`src/rtl/neuron_loader.sv`:
```
// neuron_loader: fetches weights/bias from a sync ROM, collects pixels, drives a neuron and captures its result
module neuron_loader #(
  parameter int INPUT_DATA_SIZE = 4,
  parameter int RESOLUTION      = 8,
  parameter int ADDR_WIDTH      = 8,
  parameter int NEURON_LATENCY  = 1
) (
  input  logic                                  clk,
  input  logic                                  reset,
  input  logic                                  start,
  input  logic [ADDR_WIDTH-1:0]                 base_addr,
  output logic [ADDR_WIDTH-1:0]                 rom_addr,
  input  logic [RESOLUTION-1:0]                 rom_data,
  input  logic [RESOLUTION-1:0]                 pix_data,
  input  logic                                  pix_valid,
  output logic                                  pix_ready,
  output logic [RESOLUTION*INPUT_DATA_SIZE-1:0] input_data,
  output logic [RESOLUTION*INPUT_DATA_SIZE-1:0] weight,
  output logic [RESOLUTION-1:0]                 bias,
  input  logic [RESOLUTION-1:0]                 output_neuron,
  output logic [RESOLUTION-1:0]                 result,
  output logic                                  result_valid,
  output logic                                  busy
);
  localparam int CW = $clog2(INPUT_DATA_SIZE + 2);
  localparam int LW = $clog2(NEURON_LATENCY + 2);
  localparam logic [CW-1:0] N_C  = CW'(INPUT_DATA_SIZE);
  localparam logic [CW-1:0] N1_C = CW'(INPUT_DATA_SIZE + 1);
  localparam logic [CW-1:0] NM_C = CW'(INPUT_DATA_SIZE - 1);
  localparam logic [LW-1:0] L_C  = LW'(NEURON_LATENCY);

  typedef enum logic [1:0] {IDLE, LOAD, WAIT, DONE} state_t;
  state_t state, state_nx;
  logic [CW-1:0] acnt, rcnt, pcnt;
  logic [LW-1:0] wcnt;
  logic rd_ok, pix_fire, rom_fin, pix_fin, wait_last;

  assign pix_ready    = state == LOAD && pcnt != N_C;
  assign pix_fire     = pix_valid && pix_ready;
  assign rom_fin      = rcnt == N1_C || (rd_ok && rcnt == N_C);
  assign pix_fin      = pcnt == N_C || (pix_fire && pcnt == NM_C);
  assign wait_last    = wcnt == L_C;
  assign result_valid = state == DONE;
  assign busy         = state != IDLE;

  // state register
  always_ff @(posedge clk or negedge reset)
    if (!reset) state <= IDLE;
    else state <= state_nx;

  // next state: LOAD ends when both the ROM and pixel sides have finished
  always_comb begin
    state_nx = state;
    case (state)
      IDLE:    state_nx = start ? LOAD : IDLE;
      LOAD:    state_nx = rom_fin && pix_fin ? WAIT : LOAD;
      WAIT:    state_nx = wait_last ? DONE : WAIT;
      default: state_nx = IDLE;
    endcase
  end

  // datapath: ROM addressing one word ahead of capture, pixel packing, result capture
  always_ff @(posedge clk or negedge reset) begin
    if (!reset) begin
      rom_addr   <= '0;
      input_data <= '0;
      weight     <= '0;
      bias       <= '0;
      result     <= '0;
      acnt       <= '0;
      rcnt       <= '0;
      pcnt       <= '0;
      wcnt       <= '0;
      rd_ok      <= 1'b0;
    end else begin
      case (state)
        IDLE: if (start) begin
          rom_addr <= base_addr;
          acnt     <= '0;
          rcnt     <= '0;
          pcnt     <= '0;
          wcnt     <= '0;
          rd_ok    <= 1'b0;
        end
        LOAD: begin
          rd_ok <= 1'b1;
          if (acnt != N_C) begin
            rom_addr <= rom_addr + ADDR_WIDTH'(1);
            acnt     <= acnt + CW'(1);
          end
          if (rd_ok && rcnt != N1_C) begin
            if (rcnt == N_C) bias <= rom_data;
            else weight[int'(rcnt)*RESOLUTION +: RESOLUTION] <= rom_data;
            rcnt <= rcnt + CW'(1);
          end
          if (pix_fire) begin
            input_data[int'(pcnt)*RESOLUTION +: RESOLUTION] <= pix_data;
            pcnt <= pcnt + CW'(1);
          end
        end
        WAIT:
          if (wait_last) result <= output_neuron;
          else wcnt <= wcnt + LW'(1);
        default: ;
      endcase
    end
  end
endmodule

```
`config.mk`:
```
export PLATFORM = sky130hd
export DESIGN_NAME = neuron_loader
export DESIGN_NICKNAME = d
export VERILOG_FILES = /design/src/rtl/neuron_loader.sv
export SDC_FILE = /design/constraint.sdc
export NUM_CORES = 1
export LEC_CHECK = 0
export CORE_MARGIN = 2
export CORE_UTILIZATION = 44
export DETAILED_ROUTE_END_ITERATION = 8
export PLACE_DENSITY = 0.85
export REMOVE_ABC_BUFFERS = 1
export SLEW_MARGIN = 5
export SYNTH_ARGS = -nofsm -noshare
export SYNTH_HDL_FRONTEND = slang
export SYNTH_SLANG_ARGS = --single-unit
```
`constraint.sdc`:
```
create_clock -name clk -period 1.9 [get_ports clk]
set_clock_uncertainty 0.05 [all_clocks]
set_input_delay 0.19 -clock clk [delete_from_list [all_inputs] [get_ports clk]]
set_output_delay 0.19 -clock clk [all_outputs]
set_load 0.02 [all_outputs]
```
==> results by group <==
Status
  • Run status: complete, but fails checks
  • Failing checks: negative setup slack

Clock network
  • CTS max path bufs: 2
  • Total number of H-tree levels: 3
  • CTS sink cnt: 102
  • Root buffer cell: clkbuf_8
  • CTS tree: done
  • Clock Latency Late Sink: 0.38 ns
  • Clock transition at path regs: 0.10 ns
  • Num CTS Buffers: 9

Timing
  • Final WS setup: -0.00194 ns
  • Setup TNS: -0.00194 ns
  • Fmax: 526 MHz
  • WHS: 0.244 ns
  • Worst slew pin tran: 0.486 ns
  • RSZ-0062 raised after global routing: yes
  • Slew HR: 67.5%
  • Final Cycle Share: 100%
  • Slew Viols, Final: 0
  • Minimum clock period: 1.90 ns
  • Final-report hold violation count: 0
  • Final setup vio count: 1

Yosys
  • FFs w/ async S/R, synth: 100%
  • Primary FF master, synth: dfrtp_1
  • Avg Inst Size Synth: 10.5 sq um
  • Post-synth cell types: 42
  • Register bit total from synthesis: 102
  • Cell Area, Synth: 4710 sq um
  • Total number of yosys warnings: 0
  • Number of enable flip-flop cells after synthesis: 0
  • Mapped Cells: 447
  • Sequential element share of the synthesized area: 54.2%

Setup path
  • CP startpoint kind: register
  • Crit path top cell by count: buf_6
  • CP max FO: 8
  • Crit. End Element: register
  • Critical path's slowest cell: dfrtp_1
  • Critical Path, Cell by Cell: buf_6, ha_4, a21bo_4, nor3_4, and3_1, buf_6, mux2_4
  • WP data required: 2.11 ns
  • Reg2reg path depth: 7
  • Critical path type: reg -> reg
  • Crit path largest cell delay: 0.42 ns
  • WP data arrival: 2.11 ns
  • Worst r2r src: rcnt[0]
  • Crit. Startpoint: rcnt[0]

Drt
  • DR WL/cell: 16.9 microns
  • Total Routed Length: 12700 microns
  • Drt initial violations: 191
  • Vias per inst: 5.33
  • Via count: 3996
  • Routed Antenna Nets: 0
  • Drt first pass iters: 4
  • DRC Markers: 0

Floorplan
  • Die Ht: 107 microns
  • Core area: 10400 sq um
  • IO Pins: 127
  • Rows: 37
  • Die footprint: 11500 sq um
  • Die X: 107 microns
  • Initial Util: 45.4%

Job
  • Max_cap viols: 0

Placement
  • GPL Wtd Cong: 0.898
  • # port buffers: 126
  • Pre-CTS setup slack: -0.147 ns
  • # placed instances: 727
  • Post-detailed-placement half-perimeter wirelength: 8760 microns

Global routing
  • Vias in the first global route: 3967
  • First-pass GRT wire length: 20000 microns
  • Largest net degree at the start of global routing: 51
  • Initial antenna violation count: 0
  • GR Overflow Total: 0
  • Total GRT Usage: 22.2%

Layout
  • Post-route insts no fill: 750
  • Nets: 663
  • Area delta synth->final: 45.0%
  • Total inserted antenna cells: 0
  • Fraction of layout cells with a size suffix above 1: 20.0%

Min path
  • Min-Delay Path Class: in -> async

Power and ir drop
  • Pwr Density: 1730 nW/um^2
  • Leak: 2.95 nW
  • Maximum vdd drop: 0.000798 V
  • Power Total: 0.0118 W
[power by group]
group | switching [W] | internal [W] | total (W)
Sequential | 0.000591 | 0.00303 | 0.00362
Clock | 0.000809 | 0.000630 | 0.00144
Combinational | 0.00346 | 0.00332 | 0.00678
Total | 0.00486 | 0.00698 | 0.0118
[path summary, 6_finish.rpt]
kind	end	slack (ns)
worst max-delay path	weight[15]	-0.002
worst min-delay path	result[3]	0.24
max in group asynchronous	result[6]	0.91
worst max register to register	weight[15]	-0.002
worst min register to register	input_data[25]	0.44
min in group clk	rom_addr[1]	0.33
[kinds of logic (layout without fill, tap and decap cells)]
| family | after synthesis | in the layout | share of synthesized area (%) |
|---|---|---|---|
| AOI/OAI and AO/OA | 88 | 88 | 10.5 |
| adders and majority gates | 18 | 18 | 4.78 |
| buffers and inverters | 56 | 223 | 5.10 |
| DFF | 102 | 102 | 54.2 |
| muxes | 43 | 43 | 10.0 |
| and+or+nand+nor | 140 | 140 | 15.4 |
[layer usage]
layer	track usage, %	wire length (microns)	part of all wire (%)	vias up
met5	0	0	0	-
met4	9.16	238	1.9	0
met3	4.96	798	6.3	25
met2	36.0	6330	50	156
met1	28.9	5320	42	1952
li1	-	-	-	1863
[layout by cell type (no fill, tap or decap), types with 11 or more instances in the layout]
| master | n |
|---|---|
| a21oi_1 | 15 |
| buf_4 | 35 |
| clkdlybuf4s50_1 | 122 |
| dfrtp_1 | 102 |
| ha_1 | 11 |
| inv_1 | 33 |
| mux2_2 | 24 |
| nand2_1 | 61 |
| nand3_1 | 15 |
| nor2_1 | 11 |
| o21ai_0 | 45 |
[cell usage after synthesis (2+ instances only)]
cell	count	area share (%)
nand2b_1	9	1.2
a2bb2oi_1	2	0.37
clkbuf_1	8	0.64
o21bai_1	3	0.48
o22ai_1	3	0.40
nor2_1	11	0.88
a21oi_1	15	1.6
nor3b_1	3	0.48
and3_1	11	1.5
nand4_1	9	1.2
buf_4	4	0.64
nor4b_1	2	0.37
inv_1	37	2.9
a31oi_1	2	0.27
a22o_1	4	0.74
nand2_1	61	4.9
nand3_1	17	1.8
o21ai_0	54	5.7
nor3_1	5	0.53
dfrtp_1	102	54
mux2_2	33	7.9
mux2i_1	10	2.1
buf_2	6	0.64
ha_1	18	4.8
[state kept, by name (all words and copies together), names as in the netlist, 2 cells and up]
| register | flops |
|---|---|
| acnt | 3 |
| wcnt | 2 |
| state | 2 |
| weight | 32 |
| rom_addr | 8 |
| input_data | 32 |
| bias | 8 |
| pcnt | 3 |
| result | 8 |
| rcnt | 3 |
[cell type report]
cell class | count | area, sq um
multi-input combinational | 289 | 2110
tap | 136 | 170
fill | 790 | 3540
inverter | 37 | 139
clock inverter | 7 | 81.3
timing repair buffer | 170 | 1660
clock buffer | 9 | 124
sequential | 102 | 2550
[stage by stage]
step | utilization, % | instance area [sq um]
floorplan | - | 4610
detailed placement | 61.3 | 6350
global placement | 61.3 | 6350
global route | 65.9 | 6830
finish | 65.9 | 6830
CTS | 64.5 | 6690
[worst max-delay path, delay by kind of cell (launching register included)]
| family | cells | cell delay, ns |
|---|---|---|
| mux | 1 | 0.32 |
| compound gates | 1 | 0.21 |
| flops | 1 | 0.42 |
| simple gates | 2 | 0.33 |
| buf+inv | 2 | 0.29 |
| fa+ha+maj | 1 | 0.15 |
[timing repair]
action	in CTS	in global routing
setup buffers	2	2
gates resized for setup	33	25
cloned	0	2
setup endpoints to repair	50	54
hold endpoints to repair	32	0
pin swaps	6	6
hold buffers	1	0
No activity file was read; power rests on OpenSTA's default activity.
